File: config.mk
export PLATFORM = sky130hd
export DESIGN_NAME = gcm_mem_arbiter
export DESIGN_NICKNAME = d
export VERILOG_FILES = /design/src/rtl/gcm_mem_arbiter.sv
export SDC_FILE = /design/constraint.sdc
export NUM_CORES = 1
export LEC_CHECK = 0
export BUFFER_PORTS_ARGS = -buffer_cell sky130_fd_sc_hd__buf_2
export CORE_ASPECT_RATIO = 0.75
export CORE_MARGIN = 2
export CORE_UTILIZATION = 39
export CTS_CLUSTER_DIAMETER = 120
export DETAILED_ROUTE_END_ITERATION = 8
export GPL_ROUTABILITY_DRIVEN = 0
export SETUP_SLACK_MARGIN = 0.05
export SYNTH_ARGS = -nofsm -noshare
export SYNTH_HDL_FRONTEND = slang
export SYNTH_SLANG_ARGS = --single-unit
File: constraint.sdc
create_clock -name clk -period 3.3 [get_ports clk]
set_input_delay 0.825 -clock clk [delete_from_list [all_inputs] [get_ports clk]]
set_output_delay 0.825 -clock clk [all_outputs]
set_load 0.1 [all_outputs]
File: src/rtl/gcm_mem_arbiter.sv
// gcm_mem_arbiter: word buffer shared between the ARM host bus and the GCM core.
// The host owns the buffer in S_HOST. Starting a phase hands the buffer to the core
// and holds done_arm/done_arm2 as a level until the core answers. Any phase that
// stalls for TIMEOUT cycles is aborted, and the final MAC is captured for the host.
module gcm_mem_arbiter #(
    parameter int AW      = 6,
    parameter int DW      = 16,
    parameter int TIMEOUT = 1023
) (
    input  logic          clk,
    input  logic          rst,
    // host bus
    input  logic          h_sel,
    input  logic          h_we,
    input  logic [AW-1:0] h_addr,
    input  logic [DW-1:0] h_wdata,
    output logic [DW-1:0] h_rdata,
    input  logic          h_start,
    input  logic          h_start2,
    // core side
    input  logic          en_memory,
    input  logic          en_r,
    input  logic          en_w,
    input  logic [AW-1:0] addr,
    input  logic [DW-1:0] d,
    output logic [DW-1:0] q,
    input  logic          done,
    input  logic          done2,
    input  logic [DW-1:0] MAC,
    output logic          done_arm,
    output logic          done_arm2,
    output logic          busy,
    output logic [DW-1:0] mac_q,
    output logic          err
);

    localparam int DEPTH = 1 << AW;
    localparam int CW    = $clog2(TIMEOUT + 1);

    typedef enum logic [2:0] {
        S_HOST  = 3'd0,
        S_ARM1  = 3'd1,
        S_CORE1 = 3'd2,
        S_ARM2  = 3'd3,
        S_CORE2 = 3'd4
    } state_t;

    state_t          state_reg;
    logic [CW-1:0]   cnt_reg;
    logic            done_d_reg;
    logic            done_arm_reg;
    logic            done_arm2_reg;
    logic            busy_reg;
    logic            err_reg;
    logic [DW-1:0]   mac_q_reg;
    logic [DW-1:0]   h_rdata_reg;
    logic [DW-1:0]   q_reg;

    logic [DW-1:0]   mem [DEPTH];

    logic            host_own;
    logic            mem_we;
    logic            host_re;
    logic            core_re;
    logic [AW-1:0]   mem_addr;
    logic [DW-1:0]   mem_wdata;
    logic            timeout_hit;
    logic            done_rise;

    assign h_rdata   = h_rdata_reg;
    assign q         = q_reg;
    assign done_arm  = done_arm_reg;
    assign done_arm2 = done_arm2_reg;
    assign busy      = busy_reg;
    assign mac_q     = mac_q_reg;
    assign err       = err_reg;

    // Ownership mux: one address/data path into the buffer, selected by who owns it.
    always_comb begin
        host_own    = (state_reg == S_HOST);
        host_re     = host_own & h_sel & ~h_we;
        core_re     = ~host_own & en_memory & en_r;
        mem_we      = host_own ? (h_sel & h_we) : (en_memory & en_w);
        mem_addr    = host_own ? h_addr : addr;
        mem_wdata   = host_own ? h_wdata : d;
        timeout_hit = (cnt_reg == CW'(TIMEOUT - 1));
        done_rise   = done & ~done_d_reg;
    end

    // Buffer write port; contents deliberately survive reset.
    always_ff @(posedge clk) begin
        if (rst && mem_we) begin
            mem[mem_addr] <= mem_wdata;
        end
    end

    // Shared registered read port; the result lands in the owner's output register,
    // and a simultaneous core write yields the old data.
    always_ff @(posedge clk) begin
        if (!rst) begin
            h_rdata_reg <= '0;
            q_reg       <= '0;
        end else begin
            if (host_re) begin
                h_rdata_reg <= mem[mem_addr];
            end
            if (core_re) begin
                q_reg <= mem[mem_addr];
            end
        end
    end

    // Phase FSM with registered handshake, busy, error and MAC outputs.
    always_ff @(posedge clk) begin
        if (!rst) begin
            state_reg     <= S_HOST;
            cnt_reg       <= '0;
            done_d_reg    <= 1'b0;
            done_arm_reg  <= 1'b0;
            done_arm2_reg <= 1'b0;
            busy_reg      <= 1'b0;
            err_reg       <= 1'b0;
            mac_q_reg     <= '0;
        end else begin
            done_d_reg <= done;
            if (state_reg == S_HOST) begin
                if (h_start) begin
                    state_reg    <= S_ARM1;
                    done_arm_reg <= 1'b1;
                    busy_reg     <= 1'b1;
                    err_reg      <= 1'b0;
                    cnt_reg      <= '0;
                end else if (h_start2) begin
                    state_reg     <= S_ARM2;
                    done_arm2_reg <= 1'b1;
                    busy_reg      <= 1'b1;
                    cnt_reg       <= '0;
                end
            end else begin
                cnt_reg <= cnt_reg + 1'b1;
                // Host traffic or start requests while the core owns the buffer are errors.
                if (h_sel || h_start || h_start2) begin
                    err_reg <= 1'b1;
                end
                // A real exit on the same cycle as the timeout wins over the abort.
                if (state_reg == S_ARM1 && en_memory) begin
                    state_reg    <= S_CORE1;
                    done_arm_reg <= 1'b0;
                    cnt_reg      <= '0;
                end else if (state_reg == S_CORE1 && done_rise) begin
                    state_reg <= S_HOST;
                    mac_q_reg <= MAC;
                    busy_reg  <= 1'b0;
                end else if (state_reg == S_ARM2 && done2) begin
                    state_reg     <= S_CORE2;
                    done_arm2_reg <= 1'b0;
                    cnt_reg       <= '0;
                end else if (state_reg == S_CORE2 && done2) begin
                    state_reg <= S_HOST;
                    busy_reg  <= 1'b0;
                end else if (timeout_hit) begin
                    state_reg     <= S_HOST;
                    done_arm_reg  <= 1'b0;
                    done_arm2_reg <= 1'b0;
                    busy_reg      <= 1'b0;
                    err_reg       <= 1'b1;
                end
            end
        end
    end

endmodule

==> impl_metrics.csv <==
group,metric,value,unit
outcome,status,"finished, final reports clean",
sta,setup_viol,0,
yosys,synth_async_sr_flop_share,0,%
die,fp.dieH,301.1,um
detailed_routing,wl_per_cell,28.06,um
yosys,synth_cell_types,61,
detailed_routing,wirelength,143300,um
worst_hold_path,min_path_type,"input port to register",
yosys,synth_edf_count,1024,
power_and_ir_drop,p_clk_share,26.9,%
global_routing,grt_pass1_wl,206500,um
global_routing,gr-usage-met2,33.31,%
cts,root_buffer,"clkbuf_16",
power_and_ir_drop,power_leakage,18.60,nW
yosys,ys_seq_elements,1090,
sta,slew_headroom,28.35,%
worst_setup_path,start_kind,"register",
yosys,syn_nets,3141,
worst_setup_path,crit_required,3.89,ns
power_and_ir_drop,irDropWorstVdd,0.7229,mV
worst_setup_path,cp_slowest_cell,"nor4_4",
die,die_w,400.2,um
sta,hold_violations,0,
global_routing,busiest_layer,"met1",
cts,clk_path_buf_depth,3,
detailed_routing,drtPass1Iterations,6,
yosys,synth_warnings,0,
global_routing,grt_util_met3,6.127,%
finish,top_register,"mem",
power_and_ir_drop,sw_frac_of_total,34.02,%
sta,fin_crit,3.238,ns
sta,fmax,308.8,MHz
die,core,116200,sq um
global_routing,grt_antenna_before_repair,6,
yosys,ys_seq_area_share,69.86,%
worst_setup_path,cp_cell_sequence,"buf_6 > nor3_4 > buf_12 > buf_12 > mux2_2 > buf_12 > buf_4 > a221o_1 > nand2_1 > a31oi_1 > nor4_4 > buf_4 > a21oi_1",
finish,largest_reg_flops,1024,
worst_setup_path,startpoint,"state_reg[2]",
worst_setup_path,cp-end-kind,"register",
global_routing,grt_pass1_vias,29176,
power_and_ir_drop,pwr-share-seq,40.7,%
die,io_pins,123,
power_and_ir_drop,power.switching,14.73,mW
placed_design,port_buffers,122,
worst_setup_path,r2r_slack,0.06,ns
placed_design,place_inst,4908,
die,initial_core_util,39.50,%
sta,drv_slew,0,
finish,final_cells,5107,
placed_design,dp_hpwl,90600,um
power_and_ir_drop,p_comb_share,32.4,%
sta,tightest_slew,1.071,ns
worst_setup_path,cp_common_cell,"buf_12",
detailed_routing,vias,31292,
cts,cts_max_level,3,
yosys,synth_area,45900,sq um
global_routing,overflow,0,
power_and_ir_drop,pwr_density_cell,772.2,nW/um^2
power_and_ir_drop,power,43.30,mW
finish,regArea,32070,sq um
worst_hold_path,hold_start,"done",
yosys,avgSynthCellArea,14.96,sq um
global_routing,met1_usage,35.79,%
sta,finClkSkew,0.03450,ns
finish,num-fill-cells,9821,
detailed_routing,drtIter0Drc,4442,
worst_setup_path,r2r_start,"state_reg[2]",
finish,post_route_cells_drive_above_1_share,25.06,%
cts,clk-insertion-delay-late,0.71,ns
worst_setup_path,cp.arrival,3.82,ns
yosys,syn_inst,3068,
cts,cts_buffers,103,
finish,postLayoutCoreUtil,48.25,%
die,rows,108,
cts,cts_tree,"done",
finish,multi_input_area,13070,sq um
die,die_area,120500,sq um
global_routing,grt.total_usage,23.31,%
finish,nets,3549,
finish,area_delta_synth_final,22.15,%
cts,clk_pin_slew,0.06,ns
global_routing,grt_max_degree,65,
worst_setup_path,crit_fanout,14,
sta,grt_setup_unrepaired,"true",
yosys,synthFlopType,"edfxtp_1",
detailed_routing,remaining_drc_errors,0,
worst_setup_path,crit_type,"register to register",
worst_setup_path,slowest_delay,0.47,ns
detailed_routing,viasPerCell,6.127,
power_and_ir_drop,internal_power,28.57,mW
sta,post-route-period-util,98.13,%
detailed_routing,ant_nets,0,
cts,cts_sinks,1090,
job,drv_cap,0,
through the flow:
stage                     hold slack (ns)  cell area (sq um)    TNS (ns)  worst slack (ns)
after CTS                          0.3055              55820           0           0.03571
final                              0.3496              56070           0           0.06160
after global routing               0.3301              56060  -0.0003664        -0.0003664
after floorplan                    0.4722              45930      -76.16           -0.1691
after detailed placement           0.4550              52450      -19.33           -0.4948
after global placement             0.4477              52450      -16.31           -0.5183
power groups by stage:
stage | registers, mW | logic, mW | clock network [mW]
after CTS | 17.6 | 13.6 | 11.8
after detailed placement | 17.9 | 13.5 | 0
final | 17.6 | 14.0 | 11.6
after floorplan | 18.7 | 6.16 | 0
after global routing | 17.6 | 14.7 | 12.3
after global placement | 17.9 | 13.4 | 0
placed cells by master (no fill, tap or decap), drive strengths merged, types with 9 or more instances in the layout:
cell	n
or4	15
mux2i	173
dfxtp	66
o21ai	38
a21oi	38
nand4	96
nand2	168
nor2	123
nor4bb	25
edfxtp	1024
a221o	124
buf	596
mux2	48
nand4b	204
nor2b	9
nor4b	54
nand3	10
nand2b	10
a2111oi	64
a22oi	251
clkinv	53
nor3	9
inv	12
a21boi	19
a31oi	126
nor4	15
clkbuf	122
critical path, delay by kind of cell, from the launching register on:
family / cells / cell delay, ns
buffers and inverters: 6 / 1.07
and+or+nand+nor: 3 / 0.77
AOI/OAI and AO/OA: 3 / 0.52
muxes: 1 / 0.37
DFF: 1 / 0.33
path summary, 6_finish.rpt:
check               endpoint  depth (start not counted)
hold reg to reg     mac_q[9]                          2
setup / recovery        q[7]                         13
setup reg to reg        q[7]                         13
hold / removal    done_d_reg                          2
cell families after synthesis:
family                     Yosys count  synth area share [%]
DFF                               1090                 69.86
and+or+nand+nor                    767                 10.54
AOI/OAI and AO/OA                  680                 11.68
buffers and inverters              300                 2.726
muxes                              220                 4.958
xor gates and xnor gates             9                0.1717
adders and majority gates            2               0.05451
final cells by class:
class,instances,share of cell area (%)
Antenna cell,3,0.01339
Clock buffer,122,4.795
Clock inverter,71,0.9997
Inverter,6,0.04017
Multi-Input combinational cell,1679,23.31
Sequential cell,1090,57.20
Tap cell,1540,3.436
Timing Repair Buffer,596,10.21
Yosys cell counts (all sizes together), types with 19 or more instances:
cell | instances | area, sq um
mux2 | 47 | 544.3
nor4b | 54 | 473.0
nor2 | 123 | 461.7
o21ai | 38 | 190.2
a2111oi | 64 | 754.5
nand4 | 96 | 600.6
dfxtp | 66 | 1321
nand4b | 204 | 1787
nand2 | 168 | 630.6
buf | 96 | 485.5
mux2i | 173 | 1732
a31oi | 126 | 788.3
a21boi | 19 | 142.6
nor4bb | 25 | 250.2
clkbuf | 198 | 743.2
a22oi | 251 | 1884
a221o | 124 | 1241
a21oi | 38 | 190.2
edfxtp | 1024 | 30750
routing by layer:
metal  share of wire [%]  vias to the layer above
li1                    -                    13488
met1                  45                    16000
met2                  43                     1661
met3                  11                      143
met4                 1.5                        0
met5                   0                        -
what timing repair did:
item | 4_1_cts | 5_1_grt
resized for setup | 36 | 55
hold endpoints to repair | 0 | 0
cloned | 0 | 1
endpoints found under the setup margin | 32 | 32
setup buffers | 1 | 1
pin swaps | 2 | 1
hold buffers | 0 | 0
Note: power is estimated with default switching activity, not from simulation.
